==> src/rtl/spi_ram_slave_burst.sv <==
// SPI-style serial RAM slave with single-word and optional burst addressing.
// A frame is: one select bit (0 = write path, 1 = read path), then an
// (ADDR_SIZE+2)-bit word {cmd[1:0], payload}, MSB first. The command executes
// on the edge after the last bit. Command 11 then streams the read word on MISO.
// Optional feature macro: SPI_RAM_AUTO_INC_EN (address auto-increment, burst reads).
module spi_ram_slave_burst #(
    parameter int MEM_DEPTH = 256,
    parameter int ADDR_SIZE = 8
) (
    input  logic clk,
    input  logic rst_n,
    input  logic SS_n,
    input  logic MOSI,
    output logic MISO,
    output logic frame_err
);

    localparam int RX_W  = ADDR_SIZE + 2;
    localparam int CNT_W = $clog2(RX_W + 1);
    localparam logic [CNT_W-1:0]   LAST_CNT = CNT_W'(RX_W);
    // Read-out runs ADDR_SIZE data edges plus one edge that returns MISO to 0.
    localparam logic [CNT_W-1:0]   RD_CNT   = CNT_W'(ADDR_SIZE + 1);
    localparam logic [ADDR_SIZE:0] DEPTH_W  = (ADDR_SIZE + 1)'(MEM_DEPTH);

`ifdef SPI_RAM_AUTO_INC_EN
    localparam logic [ADDR_SIZE-1:0] LAST_ADDR = ADDR_SIZE'(MEM_DEPTH - 1);

    function automatic logic [ADDR_SIZE-1:0] next_addr(input logic [ADDR_SIZE-1:0] a);
        return (a == LAST_ADDR) ? '0 : a + 1'b1;
    endfunction
`endif

    typedef enum logic [2:0] {IDLE, CHK_CMD, WRITE, READ_ADD, READ_DATA} state_t;

    state_t               state;
    logic [CNT_W-1:0]     bit_cnt;
    logic [RX_W-1:0]      rx_word;
    logic [ADDR_SIZE-1:0] wr_addr;
    logic [ADDR_SIZE-1:0] rd_addr;
    logic                 rd_addr_valid;
    logic                 done;
    logic [CNT_W-1:0]     rd_left;
    logic [ADDR_SIZE-1:0] rd_shift;

    logic [ADDR_SIZE-1:0] mem [MEM_DEPTH];

    logic [1:0]           cmd;
    logic [ADDR_SIZE-1:0] payload;
    logic                 wr_in_range;
    logic                 rd_in_range;
    logic [ADDR_SIZE-1:0] rd_word;
    logic                 ram_we;

    // Command decode, range checks and the RAM write strobe.
    always_comb begin
        cmd         = rx_word[RX_W-1:RX_W-2];
        payload     = rx_word[ADDR_SIZE-1:0];
        wr_in_range = {1'b0, wr_addr} < DEPTH_W;
        rd_in_range = {1'b0, rd_addr} < DEPTH_W;
        rd_word     = rd_in_range ? mem[rd_addr] : '0;
        ram_we      = !SS_n && !done && (bit_cnt == LAST_CNT) && (state == WRITE)
                      && (cmd == 2'b01) && wr_in_range;
    end

    // RAM array; deliberately not reset so contents survive rst_n.
    always_ff @(posedge clk) begin
        if (ram_we) begin
            mem[wr_addr] <= payload;
        end
    end

    // Frame FSM with registered MISO and frame_err.
    always_ff @(posedge clk or negedge rst_n) begin
        if (!rst_n) begin
            state         <= IDLE;
            bit_cnt       <= '0;
            rx_word       <= '0;
            wr_addr       <= '0;
            rd_addr       <= '0;
            rd_addr_valid <= 1'b0;
            done          <= 1'b0;
            rd_left       <= '0;
            rd_shift      <= '0;
            MISO          <= 1'b0;
            frame_err     <= 1'b0;
        end else begin
            frame_err <= 1'b0;
            if (state != IDLE && SS_n) begin
                // Early SS_n release: abort without touching RAM or address state.
                state     <= IDLE;
                bit_cnt   <= '0;
                done      <= 1'b0;
                rd_left   <= '0;
                MISO      <= 1'b0;
                frame_err <= !done || (rd_left != '0);
            end else begin
                unique case (state)
                    IDLE: begin
                        if (!SS_n) begin
                            state   <= CHK_CMD;
                            bit_cnt <= '0;
                            done    <= 1'b0;
                        end
                    end
                    CHK_CMD: begin
                        rx_word <= '0;
                        bit_cnt <= '0;
                        if (!MOSI) begin
                            state <= WRITE;
                        end else if (rd_addr_valid) begin
                            state <= READ_DATA;
                        end else begin
                            state <= READ_ADD;
                        end
                    end
                    default: begin
                        if (!done) begin
                            if (bit_cnt != LAST_CNT) begin
                                rx_word <= {rx_word[RX_W-2:0], MOSI};
                                bit_cnt <= bit_cnt + 1'b1;
                            end else begin
                                done <= 1'b1;
                                if (state == WRITE) begin
                                    if (cmd == 2'b00) begin
                                        wr_addr <= payload;
                                    end
`ifdef SPI_RAM_AUTO_INC_EN
                                    if (cmd == 2'b01) begin
                                        wr_addr <= next_addr(wr_addr);
                                    end
`endif
                                end else if (cmd == 2'b10) begin
                                    rd_addr       <= payload;
                                    rd_addr_valid <= 1'b1;
                                end else if (cmd == 2'b11 && state == READ_DATA) begin
                                    rd_shift <= rd_word;
                                    rd_left  <= RD_CNT;
                                end
                            end
                        end else if (rd_left != '0) begin
                            rd_left <= rd_left - 1'b1;
                            if (rd_left != CNT_W'(1)) begin
                                MISO     <= rd_shift[ADDR_SIZE-1];
                                rd_shift <= {rd_shift[ADDR_SIZE-2:0], 1'b0};
                            end else begin
                                MISO <= 1'b0;
`ifdef SPI_RAM_AUTO_INC_EN
                                rd_addr <= next_addr(rd_addr);
`else
                                rd_addr_valid <= 1'b0;
`endif
                            end
                        end
                    end
                endcase
            end
        end
    end

endmodule

==> config.mk <==
export PLATFORM = sky130hd
export DESIGN_NAME = spi_ram_slave_burst
export DESIGN_NICKNAME = d
export VERILOG_FILES = /design/src/rtl/spi_ram_slave_burst.sv
export SDC_FILE = /design/constraint.sdc
export NUM_CORES = 2
export LEC_CHECK = 0
export CAP_MARGIN = 0
export CORE_MARGIN = 2
export CORE_UTILIZATION = 28
export DETAILED_ROUTE_END_ITERATION = 10
export GPL_TIMING_DRIVEN = 0
export PLACE_DENSITY_LB_ADDON = 0.15
export SYNTH_ARGS = -nofsm -noshare
export SYNTH_HDL_FRONTEND = slang
export SYNTH_SLANG_ARGS = --single-unit
==> constraint.sdc <==
create_clock -name clk -period 5.5 [get_ports clk]
set_input_delay 1.1 -clock clk [delete_from_list [all_inputs] [get_ports clk]]
set_output_delay 1.1 -clock clk [all_outputs]
set_load 0.01 [all_outputs]
==> results_dict.tcl <==
set metrics [dict create \
    outcome "finished, violations left" \
    violations "capacitance limit, slew limit, setup timing" \
    fin_ws_ns -0.3056 \
    ant_nets 0 \
    period_needed_ns 5.806 \
    numCtsBuffers 233 \
    slew_violations 22 \
    ys.flop_type "edfxtp_1" \
    cts-root-buf "clkbuf_16" \
    async_flop_share_pct 2.337 \
    crit_path_end_kind "flop" \
    cap_violations 2 \
    grt_max_degree 89 \
    clock_latency_ns 0.92 \
    final_core_util_pct 32.77 \
    hpwl_mm 230.7 \
    drive_gt1_share_pct 25.13 \
    yosysWarnings 0 \
    cp.arrival_ns 6.65 \
    drc 0 \
    critPathCapture "rd_shift[1]" \
    fmax_mhz 172.2 \
    post-place-ws_ns -0.4944 \
    critPathLaunch "rd_addr[4]" \
    antenna_found_initial 32 \
    synth_edf_count 2048 \
    worstReg2RegStart "rd_addr[4]" \
    drtIter0Drc 6624 \
    ys_types 69 \
    post-synth-top-area-fraction_pct 75.23 \
    grt_pass1_wl_mm 449.2 \
    vias 44940 \
    clkTransAtPathRegs_ns 0.06 \
    grt_overflow 0 \
    die_y_um 544.3 \
    wirelength_mm 348.4 \
    fin_crit_sh_pct 105.6 \
    clockBufferDepth 4 \
    power_density_nw_per_um2 363.8 \
    finalHoldViolCount 0 \
    num_io_pins 6 \
    die_w_um 544.3 \
    setup_violations 4 \
    skew_ns 0.06080 \
    syn_avg_cell_area_um2 20.98 \
    r2r_cells 11 \
    syn_nets 3906 \
    cp.required_ns 6.35 \
    regToRegEndpoint "rd_shift[1]" \
    gp_congestion 0.9102 \
    tightest_slew_ns 1.565 \
    nNetsFinal 4190 \
    ys_ff_latch 2097 \
    seq_area_frac_synth_pct 76.73 \
    final_cell_mix "2048 x edfxtp_1, 506 x mux4_2, 304 x nor2_1" \
    synthToLayoutAreaGrowth_pct 16.48 \
    yosys.area.top_type "edfxtp_1" \
    vias_per_cell 5.431 \
    syn_inst 3897 \
    cts.htree.levels 4 \
    relSlewSlack_pct -4.351 \
    cts.sinks 2097 \
    ir_worst_vdd_mv 0.2802 \
    cts_setup_buffers 0 \
    min_path_type "in2async" \
    start_util_pct 28.13 \
    grt_usage_pct 23.24 \
    syn_area_um2 81750 \
    rows 198 \
    wl_per_cell_um 42.10 \
    grt_pass1_vias 43420 \
    worstSetupStartpointType "flop" \
    firstDrtPassIters 5 \
    cts_tree "yes" \
    critical_path_class "reg2reg" \
    port_buffers 5 \
    rsz0062_at_grt "false" \
    synth.area.top_cells "edfxtp_1 75%, mux4_2 14%, mux2i_1 1.6%" \
    regToRegSetupSlack_ns -0.31 \
    final_common_cell "edfxtp_1" \
    crit_fanout 10 \
    leakage_nw 28.31 \
    die_area_um2 296300 \
    core_area_um2 290600 \
]
layout make-up:
class	count	area, um^2
Tap cell	3900	4880
Multi-Input combinational cell	1563	17770
Timing Repair Buffer	50	1121
Antenna cell	6	15.01
Fill cell	27620	195400
Buffer	222	1287
Sequential cell	2097	62760
Clock buffer	266	5954
Clock inverter	157	1378
Inverter	14	52.55
cells by family after synthesis:
| logic type | after synthesis | synth area share (%) |
|---|---|---|
| XOR/XNOR | 2 | 0.02143 |
| adder cells (fa/ha/maj) | 5 | 0.07653 |
| flip-flops | 2097 | 76.73 |
| buffers and inverters | 237 | 1.550 |
| AO/OA/AOI/OAI | 294 | 2.556 |
| multiplexers | 655 | 15.80 |
| AND/OR/NAND/NOR | 607 | 3.268 |
power by group:
group	total [mW]	internal (mW)	switching, mW	leakage (nW)
registers	18.3	18.1	0.185	19.0
clock network	15.5	8.72	6.78	3.59
logic	0.888	0.169	0.719	5.77
cell usage after synthesis, drive strengths merged, types with 12 or more instances:
library cell,number
mux2i,127
buf,130
a32oi,21
o22ai,48
mux4,506
nor2b,23
a21oi,47
o21ai,27
a22oi,25
dfrtp,49
inv,12
nand3,39
nor2,305
a2111oi,12
nand2,140
edfxtp,2048
mux2,22
a211oi,16
a22o,15
clkbuf,93
o221ai,18
nor3,21
worst max-delay path, stage by stage, from the launching register on:
cell	delay, ns
dfrtp_1	0.32
clkbuf_1	0.44
clkbuf_1	0.65
clkbuf_1	1.07
nor2b_2	0.28
buf_8	0.26
clkbuf_1	0.52
a32oi_1	0.68
a21oi_1	0.37
a211oi_1	0.81
o2111ai_1	0.18
nand3_1	0.12
worst min path at each step:
stage                        endpoint  slack, ns
after floorplan           rd_shift[1]       0.45
after global placement    rd_shift[3]       0.48
after detailed placement  rd_shift[1]       0.47
after CTS                  rd_left[3]       0.18
after global routing       rd_left[3]       0.22
final                      rd_left[3]       0.19
what timing repair did:
action	CTS	global route
hold buffers	0	0
setup endpoints to repair	6	0
gates resized for setup	7	0
endpoints found under the hold margin	0	0
per-layer routing:
| metal | up-vias | share of wire [%] | global-route usage [%] |
|---|---|---|---|
| met5 | - | 0.0078 | 0 |
| met1 | 25070 | 41 | 31.83 |
| met4 | 4 | 4.9 | 9.586 |
| li1 | 16870 | - | - |
| met2 | 2438 | 46 | 36.17 |
| met3 | 550 | 8.1 | 4.444 |
sequential cells by signal, summed over array words and instances (netlist names):
register and count:
MISO 1, mem 2048, done 1, rd_addr 8, rd_left 4, rd_addr_valid 1
wr_addr 8, rx_word 10, frame_err 1, rd_shift 8, bit_cnt 4, state 3
stage by stage:
| stage | power (mW) | setup TNS, ns | hold slack [ns] | cells | instance area [um^2] |
|---|---|---|---|---|---|
| 6_report | 34.64 | -1.034 | 0.1944 | 8275 | 95220 |
| 2_1_floorplan | 18.97 | 0 | 0.4492 | 3897 | 81750 |
| 4_1_cts | 34.74 | 0 | 0.1772 | 8269 | 95200 |
| 3_3_place_gp | 19.66 | -5999.11 | 0.4787 | 7802 | 86680 |
| 5_1_grt | 35.41 | 0 | 0.2181 | 8271 | 95210 |
| 3_5_place_dp | 19.47 | -27.91 | 0.4713 | 7847 | 87860 |
Power figures use the tool's default switching activity.
